### src/rtl/uc_mult_pkg.sv
// Shared constants and state encoding for the shift-and-add multiplier control unit.
package uc_mult_pkg;

    // Default multiplier width, which is also the number of iterations
    localparam int unsigned MULT_N     = 3;
    localparam int unsigned MULT_CNT_W = $clog2(MULT_N + 1);

    // 3-bit FSM state codes; codes 6 and 7 are unused and recover to IDLE
    typedef enum logic [2:0] {
        ST_IDLE  = 3'd0,
        ST_LOAD  = 3'd1,
        ST_TEST  = 3'd2,
        ST_ADD   = 3'd3,
        ST_SHIFT = 3'd4,
        ST_DONE  = 3'd5
    } state_t;

endpackage

### src/rtl/contador_it.sv
// Iteration down-counter: loads N at the start of a run, decrements once per shift.
module contador_it #(
    parameter int unsigned N     = 3,
    parameter int unsigned CNT_W = 2
) (
    input  logic             clk,
    input  logic             reset,
    input  logic             carga,
    input  logic             decr,
    output logic [CNT_W-1:0] cuenta
);

    // Load has priority; decrement is only requested while cuenta >= 1
    always_ff @(posedge clk or posedge reset) begin
        if (reset) begin
            cuenta <= '0;
        end else if (carga) begin
            cuenta <= CNT_W'(N);
        end else if (decr) begin
            cuenta <= cuenta - CNT_W'(1);
        end
    end

endmodule

### src/rtl/uc_mult_ctrl.sv
// Hardwired Moore control unit for the shift-and-add multiplier datapath.
module uc_mult_ctrl
    import uc_mult_pkg::*;
#(
    parameter int unsigned N     = MULT_N,
    parameter int unsigned CNT_W = $clog2(N + 1)
) (
    input  logic clk,
    input  logic reset,
    input  logic inicio,
    input  logic q0,
    output logic CargaM,
    output logic CargaQ,
    output logic BorraA,
    output logic CargaA,
    output logic DesplazaA,
    output logic DesplazaQ,
    output logic fin
);

    state_t             state_q;
    state_t             state_d;
    logic [CNT_W-1:0]   cuenta;
    logic               cnt_carga;
    logic               cnt_decr;

    assign cnt_carga = (state_q == ST_LOAD);
    assign cnt_decr  = (state_q == ST_SHIFT);

    contador_it #(
        .N     (N),
        .CNT_W (CNT_W)
    ) u_cnt (
        .clk    (clk),
        .reset  (reset),
        .carga  (cnt_carga),
        .decr   (cnt_decr),
        .cuenta (cuenta)
    );

    // State register; async reset forces IDLE so every command drops at once
    always_ff @(posedge clk or posedge reset) begin
        if (reset) begin
            state_q <= ST_IDLE;
        end else begin
            state_q <= state_d;
        end
    end

    // Next-state logic and Moore output decode from the state register only
    always_comb begin
        state_d   = state_q;
        CargaM    = 1'b0;
        CargaQ    = 1'b0;
        BorraA    = 1'b0;
        CargaA    = 1'b0;
        DesplazaA = 1'b0;
        DesplazaQ = 1'b0;
        fin       = 1'b0;
        case (state_q)
            ST_IDLE: begin
                if (inicio) state_d = ST_LOAD;
            end
            ST_LOAD: begin
                CargaM  = 1'b1;
                CargaQ  = 1'b1;
                BorraA  = 1'b1;
                state_d = ST_TEST;
            end
            ST_TEST: begin
                // q0 settled here: Q last changed on the edge entering TEST
                state_d = q0 ? ST_ADD : ST_SHIFT;
            end
            ST_ADD: begin
                CargaA  = 1'b1;
                state_d = ST_SHIFT;
            end
            ST_SHIFT: begin
                DesplazaA = 1'b1;
                DesplazaQ = 1'b1;
                // cuenta holds the pre-decrement value in this cycle
                state_d   = (cuenta == CNT_W'(1)) ? ST_DONE : ST_TEST;
            end
            ST_DONE: begin
                fin = 1'b1;
                if (!inicio) state_d = ST_IDLE;
            end
            default: begin
                state_d = ST_IDLE;
            end
        endcase
    end

endmodule

### config.mk
export PLATFORM = sky130hd
export DESIGN_NAME = uc_mult_ctrl
export DESIGN_NICKNAME = d
export VERILOG_FILES = /design/src/rtl/uc_mult_pkg.sv /design/src/rtl/contador_it.sv /design/src/rtl/uc_mult_ctrl.sv
export SDC_FILE = /design/constraint.sdc
export NUM_CORES = 1
export LEC_CHECK = 0
export ABC_AREA = 1
export BUFFER_PORTS_ARGS = -buffer_cell sky130_fd_sc_hd__buf_4
export CAP_MARGIN = 40
export CORE_AREA = 2 2 39 41
export DETAILED_ROUTE_END_ITERATION = 7
export DIE_AREA = 0 0 41 43
export SLEW_MARGIN = 40
export SYNTH_ARGS = -nofsm -noshare
export SYNTH_HDL_FRONTEND = slang
export SYNTH_SLANG_ARGS = --single-unit
### constraint.sdc
create_clock -name clk -period 1.2 [get_ports clk]
set_input_delay 0.18 -clock clk [delete_from_list [all_inputs] [get_ports clk]]
set_output_delay 0.18 -clock clk [all_outputs]
set_load 0.1 [all_outputs]
Yosys cells after proc, flatten, opt, wreduce, memory -nomap -nowiden
Index checks and enable logic that the tools add are counted.

Register bits after elaboration: 5. Input port bits: 4. Output and inout bits: 7. Word-level logic and storage cells: 25.

Add/sub/neg operators: 1. Eq/ne operators: 8. Multiplexer cells: 11. Reductions and logical operators: 3.

Operator list (number): $pmux 3 s6 (1); $mux 3 (4); $eq 3x2->1 const B (2); $eq 3x3->1 const B (2); $mux 1 (4); $mux 2 (2); $ne 2x2->1 const B (2); $eq 3x1->1 const B (1); $logic_not 3->1 (1); $eq 2x1->1 const B (1); $reduce_and 2->1 (1); $reduce_bool 2->1 (1); $sub 2x1->2 const B (1).

Logic depth before layout (Yosys ltp)
Gate-level depths: netlist of the first run.

Depth after elaboration: 3. Depth in mapped cells: 6. Depth with buffers taken out: 6.

By module
Synthesis of the first run repeated with hierarchy kept, for this count alone.

Cells, all modules: 49. Area, all modules: 326.6 um^2.

By module, submodules not included: uc_mult_ctrl (instances 1, cells an instance 37, area an instance 232.7 um^2, sequential area each 75.1 um^2); contador_it (instances 1, cells an instance 12, area an instance 93.8 um^2, sequential area each 50.0 um^2).

Worst setup path after synthesis of the first run
Ideal clock, no wire load.

Path kind: reg2out. Start point: register state_q[0]. End point: output CargaA. Arrival time: 1.713 ns. Required time: 1.020 ns. Path slack: -0.693 ns. Cell stages (with the launch flop): 3. Path buffers: 0. Cells stage by stage: dfrtp_1 nand2_1 nor2_1.

Word-level cells in the longest chain between the ends: 2.

RTL lines: start: declaration (line uc_mult_ctrl.sv:21) `state_t state_q;`; start signal: assignment (line uc_mult_ctrl.sv:46) `state_q <= state_d;`; $eq 3x2->1 (line uc_mult_ctrl.sv:60) `case (state_q)`; $mux 1 (line uc_mult_ctrl.sv:60); end: declaration (line uc_mult_ctrl.sv:15) `output logic CargaA,`.

Every way passes these cells.

Worst setup path in the final report of the first run
Start point: register state_q[0]. End point: output CargaM.

Word-level cells in the longest chain between the ends: 2.

RTL lines: $eq 3x1->1 (line uc_mult_ctrl.sv:60); $mux 1 (line uc_mult_ctrl.sv:60); end: declaration (line uc_mult_ctrl.sv:12) `output logic CargaM,`.

Every way passes these cells.

==> results of run 1 <==
[what timing repair did]
item / in CTS / in global routing
hold endpoints to repair: 5 / 0
hold buffers: 1 / 0
setup buffers: 0 / 3
gates resized for setup: 13 / 13
endpoints found under the setup margin: 7 / 10
pin swaps: 0 / 1
[logic make-up (layout without fill, tap and decap cells)]
group / after synthesis / count (layout)
DFF: 5 / 5
adders and majority gates: 1 / 1
AOI/OAI and AO/OA: 3 / 3
buffers and inverters: 12 / 34
and+or+nand+nor: 25 / 25
[per-layer routing]
metal,vias up,wire [µm]
met4,0,0
li1,180,-
met1,157,309
met2,7,406
met5,-,0
met3,0,20
[flip-flops by register name, indices dropped and copies added, names as in the netlist]
name and count:
state_q 3, u_cnt.cuenta 2
[layout make-up]
class	count	area share
clock buffer	4	0.0410
inverter	9	0.0703
multi-input combinational	29	0.266
sequential	5	0.199
tap	16	0.0313
timing repair buffer	21	0.393
[worst reg2reg max path: cells and delay by family, from the launching register on]
kind,cells,cell delay (ns)
flip-flops,1,0.42
AND/OR/NAND/NOR,3,0.23
buffers and inverters,3,0.40
[through the flow]
stage          setup TNS (ns)  utilization  hold slack (ns)  std cells  cell area, µm²
6_report                -1.16        0.463            0.193         84             641
5_1_grt                 -1.56        0.463            0.218         84             641
2_1_floorplan           -2.04            -          -0.0415         46             392
4_1_cts                 -1.35        0.410            0.189         81             567
3_5_place_dp          -0.0299        0.346           0.0940         76             479
3_3_place_gp         -0.00869        0.346           0.0901         76             479
[worst paths after layout]
| path | startpoint | endpoint | slack, ns | depth (start not counted) |
|---|---|---|---|---|
| hold reg to reg | u_cnt.cuenta[1] | u_cnt.cuenta[1] | 0.51 | 2 |
| max in group asynchronous | reset | state_q[2] | 0.62 | 3 |
| setup reg to reg | state_q[0] | state_q[2] | 0.02 | 6 |
| min in group asynchronous | reset | state_q[1] | 0.40 | 3 |
| hold / removal | inicio | state_q[0] | 0.19 | 3 |
| setup / recovery | state_q[0] | CargaM | -0.19 | 4 |
[cell usage in the layout, fill, tap and decap left out, drive strengths merged]
master | Yosys | routed
buf | 3 | 20
nand2 | 15 | 15
o21ai | 2 | 2
dfrtp | 5 | 5
clkinvlp | 0 | 3
nor2 | 4 | 4
nand3 | 5 | 5
ha | 1 | 1
inv | 9 | 6
clkbuf | 0 | 4
dlygate4sd3 | 0 | 1
o211ai | 1 | 1
or2 | 1 | 1
==> run_results.csv, run 1 <==
group,metric,value,unit
critical_path,worstPathRequired,1.02,ns
critical_path,path_cells,"buf_6, nand3_4, clkinvlp_4, buf_12",
routing,route.detailed.drc,0,
sta,rsz0062_at_grt,"yes",
sta,worst_slack,-0.187,ns
routing,avgViaCountPerCell,4.10,
logic_synthesis,muxShareOfSynthArea,0,
sta,fin_crit_sh,1.16,
run,maxCapViolCount,0,
logic_synthesis,ys_seq_area_frac,0.386,
final_layout,areaGrowthSynthToFinish,97.7,%
floorplanning,fp.dieW,41,µm
global_routing,grt_use_total,0.108,
critical_path,slowest_delay,0.42,ns
worst_hold_path,hp-class,"in2reg",
global_routing,grt_pass1_wl,1.29,mm
clock_network,cts_sinks,5,
logic_synthesis,synth-seq-cells,5,
routing,drtIter0Drc,4,
routing,drtPass1Iterations,3,
global_routing,top_usage_layer,"met2",
logic_synthesis,yosysUniqueCellTypes,13,
logic_synthesis,syn_inst,46,
outcome,violations,"negative setup slack",
sta,drv_slew,0,
sta,fin_skew,0.00339,ns
logic_synthesis,synth_top_family_by_area,"simple AND/OR/NAND/NOR gates",
clock_network,cts-buffers-inserted,3,
sta,min_period,1.39,ns
critical_path,critPathKind,"reg2out",
sta,tightest_slew,0.191,ns
critical_path,worst-path-buf-inv,3,
critical_path,slowest_stage,"dfrtp_2",
global_routing,grt_overflow,0,
logic_synthesis,yosysMostFrequentCell,"nand2_1",
logic_synthesis,synth_compound_area_frac,0.0541,
logic_synthesis,async_flop_share,1.00,
floorplanning,rows,14,
final_layout,seq_area,128,µm²
clock_network,cts_tree,"yes",
global_routing,grt_pass1_vias,346,
critical_path,worstSetupEndpointType,"primary output",
logic_synthesis,synth_area_per_cell,7.04,µm²
critical_path,cp-start-kind,"register",
logic_synthesis,synth_area_leader_cell,"dfrtp_1",
logic_synthesis,synth_flop_cell,"dfrtp_1",
logic_synthesis,synthTopCellsByArea,"dfrtp_1, nand2_1, inv_1, buf_4, nand3_1",
critical_path,critical-path-top-delay-family,"buffers and inverters",
place,hpwl,596,µm
final_layout,fin_nets,74,
floorplanning,core,0.00138,mm²
global_routing,grt.met1_usage,0.137,
floorplanning,die_h,43,µm
logic_synthesis,synthDominantCellAreaShare,0.386,
logic_synthesis,synthSimpleGateAreaFrac,0.347,
sta,maxSlewHeadroom,0.872,
logic_synthesis,yosysWarnings,0,
place,place_ws,-0.0299,ns
clock_network,cts.clk_slew.worst_paths,0.04,ns
global_routing,grt_use_met3,0.0314,
floorplanning,io_pins,11,
clock_network,htree_levels,1,
clock_network,root_buffer,"clkbuf_4",
floorplanning,fp.dieArea,0.00176,mm²
final_layout,fillers,134,
global_routing,grt_max_degree,6,
logic_synthesis,yosys.area_share.xor_xnor,0,
logic_synthesis,syn-cell-area,324,µm²
clock_network,cts_buffer_depth,2,
critical_path,path_max_fanout,3,
final_layout,multi_input_area,170,µm²
final_layout,drive_gt1_frac,0.544,
global_routing,antenna_found_initial,0,
place,port_buffers,10,
logic_synthesis,synth_edf_count,0,
sta,final_hold_viol_count,0,
sta,clock.fmax,721,MHz
routing,wl_per_cell,8.77,µm
critical_path,crit_arrival,1.21,ns
logic_synthesis,yosys.area_share.adder,0.0386,
sta,setup_viol,7,
outcome,status,"complete, but fails checks",
floorplanning,start_util,0.234,
routing,vias,344,
final_layout,antennaDiodeCount,0,
routing,routed_wl,737,µm
logic_synthesis,synth.cells.most_frequent,"nand2_1, inv_1, dfrtp_1",
logic_synthesis,syn_nets,51,
routing,final_antenna_net_count,0,
place,globalplace.congestion,0.662,
clock_network,clkLatencyLatePin,0.24,ns
global_routing,use_met2,0.156,
Power of run 1 is left out: the tool's default activity adds up to more than one toggle a clock period on the data nets, which glitch-free logic cannot reach.
==> inputs of run 2 (changes only) <==
- SETUP_SLACK_MARGIN: not set -> 0.05
==> run 2 against run 1 <==
Effect of this change: the run still ends with negative setup slack left; clock skew is the same; core utilization is the same; register-to-register slack is essentially flat; worst setup slack is the same; global-route usage is the same; sequential share of layout area is the same; flip-flop and latch count is the same; first-iteration DRC count is the same; worst hold slack is the same; via count is the same; critical endpoint unchanged; largest cell class unchanged.
==> run_results.csv, run 2 (same netlist as run 1, synthesis figures left out) <==
group,metric,value,unit
outcome,status,"complete, but fails checks",
outcome,violations,"negative setup slack",
global_routing,grt_overflow,0,
final_layout,utilization,0.463,
final_layout,largest_reg_flops,3,
floorplanning,die_h,43,µm
sta,min_period,1.39,ns
routing,wl_per_cell,8.77,µm
final_layout,final_area,641,µm²
sta,tightest_slew,0.191,ns
final_layout,final_cell_mix,"nand2_1, buf_4, buf_12",
worst_hold_path,worstHoldEndpoint,"state_q[0]",
routing,avgViaCountPerCell,4.10,
worst_hold_path,hold_depth,3,
floorplanning,fp.dieArea,0.00176,mm²
clock_network,cts-buffers-inserted,3,
final_layout,fin_nets,74,
sta,rsz0062_at_grt,"yes",
final_layout,areaGrowthSynthToFinish,97.7,%
sta,clock.fmax,721,MHz
clock_network,root_buffer,"clkbuf_4",
sta,fin_skew,0.00339,ns
critical_path,crit_arrival,1.21,ns
clock_network,cts_tree,"yes",
place,port_buffers,10,
sta,maxSlewHeadroom,0.872,
sta,drv_slew,0,
floorplanning,fp.dieW,41,µm
critical_path,r2r_end,"state_q[2]",
sta,fin_crit_sh,1.16,
clock_network,cts_sinks,5,
critical_path,worstPathRequired,1.02,ns
clock_network,cts_buffer_depth,2,
sta,setup_viol,7,
final_layout,reg_top3,"state_q (3), u_cnt.cuenta (2)",
routing,drtPass1Iterations,3,
sta,worst_slack,-0.187,ns
place,globalplace.congestion,0.662,
sta,final_hold_viol_count,0,
routing,routed_wl,737,µm
global_routing,grt_use_total,0.108,
critical_path,worstSetupEndpointType,"primary output",
critical_path,r2r_start,"state_q[0]",
worst_hold_path,min-delay-start,"inicio",
floorplanning,io_pins,11,
critical_path,cp-start-kind,"register",
global_routing,grt_pass1_wl,1.29,mm
routing,route.detailed.drc,0,
floorplanning,start_util,0.234,
final_layout,regMostFlops,"state_q",
routing,vias,344,
worst_hold_path,hp-class,"in2reg",
critical_path,rr_worst_depth,6,
critical_path,critPathKind,"reg2out",
final_layout,drive_gt1_frac,0.544,
critical_path,path_max_fanout,3,
clock_network,clkLatencyLatePin,0.24,ns
place,hpwl,596,µm
clock_network,cts.clk_slew.worst_paths,0.04,ns
global_routing,antenna_found_initial,0,
final_layout,fillers,134,
critical_path,r2r_slack,0.02,ns
global_routing,grt_max_degree,6,
final_layout,final_common_cell,"nand2_1",
run,maxCapViolCount,0,
place,dpl-instance-area,479,µm²
global_routing,grt_pass1_vias,346,
clock_network,htree_levels,1,
final_layout,antennaDiodeCount,0,
routing,drtIter0Drc,4,
floorplanning,rows,14,
final_layout,multi_input_area,170,µm²
floorplanning,core,0.00138,mm²
routing,final_antenna_net_count,0,
final_layout,seq_area,128,µm²
critical_path,cp-startpoint,"state_q[0]",
run 2: what timing repair did:
action | in CTS | in global routing
pin swaps | 0 | 1
setup endpoints to repair | 8 | 11
hold endpoints to repair | 5 | 0
hold buffers | 1 | 0
buffers inserted | 0 | 3
resized for setup | 13 | 13
run 2: worst max path at each step:
stage | depth (start not counted) | end | slack (ns)
after floorplan | 4 | CargaM | -0.38
after global placement | 4 | fin | -0.009
after global routing | 4 | BorraA | -0.24
after detailed placement | 4 | fin | -0.03
final | 4 | CargaM | -0.19
after CTS | 4 | fin | -0.21
run 2: worst max-delay path: stages, from the launching register on:
cell	delay [ns]
dfrtp_2	0.42
buf_6	0.13
nand3_4	0.06
clkinvlp_4	0.16
buf_12	0.20
run 2: per-stage QoR:
step / setup WS [ns] / cells / hold slack (ns) / TNS (ns)
floorplan: -0.383 / 46 / -0.0415 / -2.04
global placement: -0.00869 / 76 / 0.0901 / -0.00869
detailed placement: -0.0299 / 76 / 0.0940 / -0.0299
CTS: -0.207 / 81 / 0.189 / -1.35
global route: -0.236 / 84 / 0.218 / -1.56
finish: -0.187 / 84 / 0.193 / -1.16
run 2: layer usage:
layer | track usage | vias to the layer above | part of all wire
met5 | 0 | - | 0
met1 | 0.137 | 157 | 0.42
met3 | 0.0314 | 0 | 0.027
met4 | 0.0600 | 0 | 0
li1 | - | 180 | -
met2 | 0.156 | 7 | 0.55
run 2: layout make-up:
class	instances	share of cell area
Inverter	9	0.0703
Clock buffer	4	0.0410
Multi-Input combinational cell	29	0.266
Timing Repair Buffer	21	0.393
Sequential cell	5	0.199
Tap cell	16	0.0313
Power of run 2 is left out for the same reason.
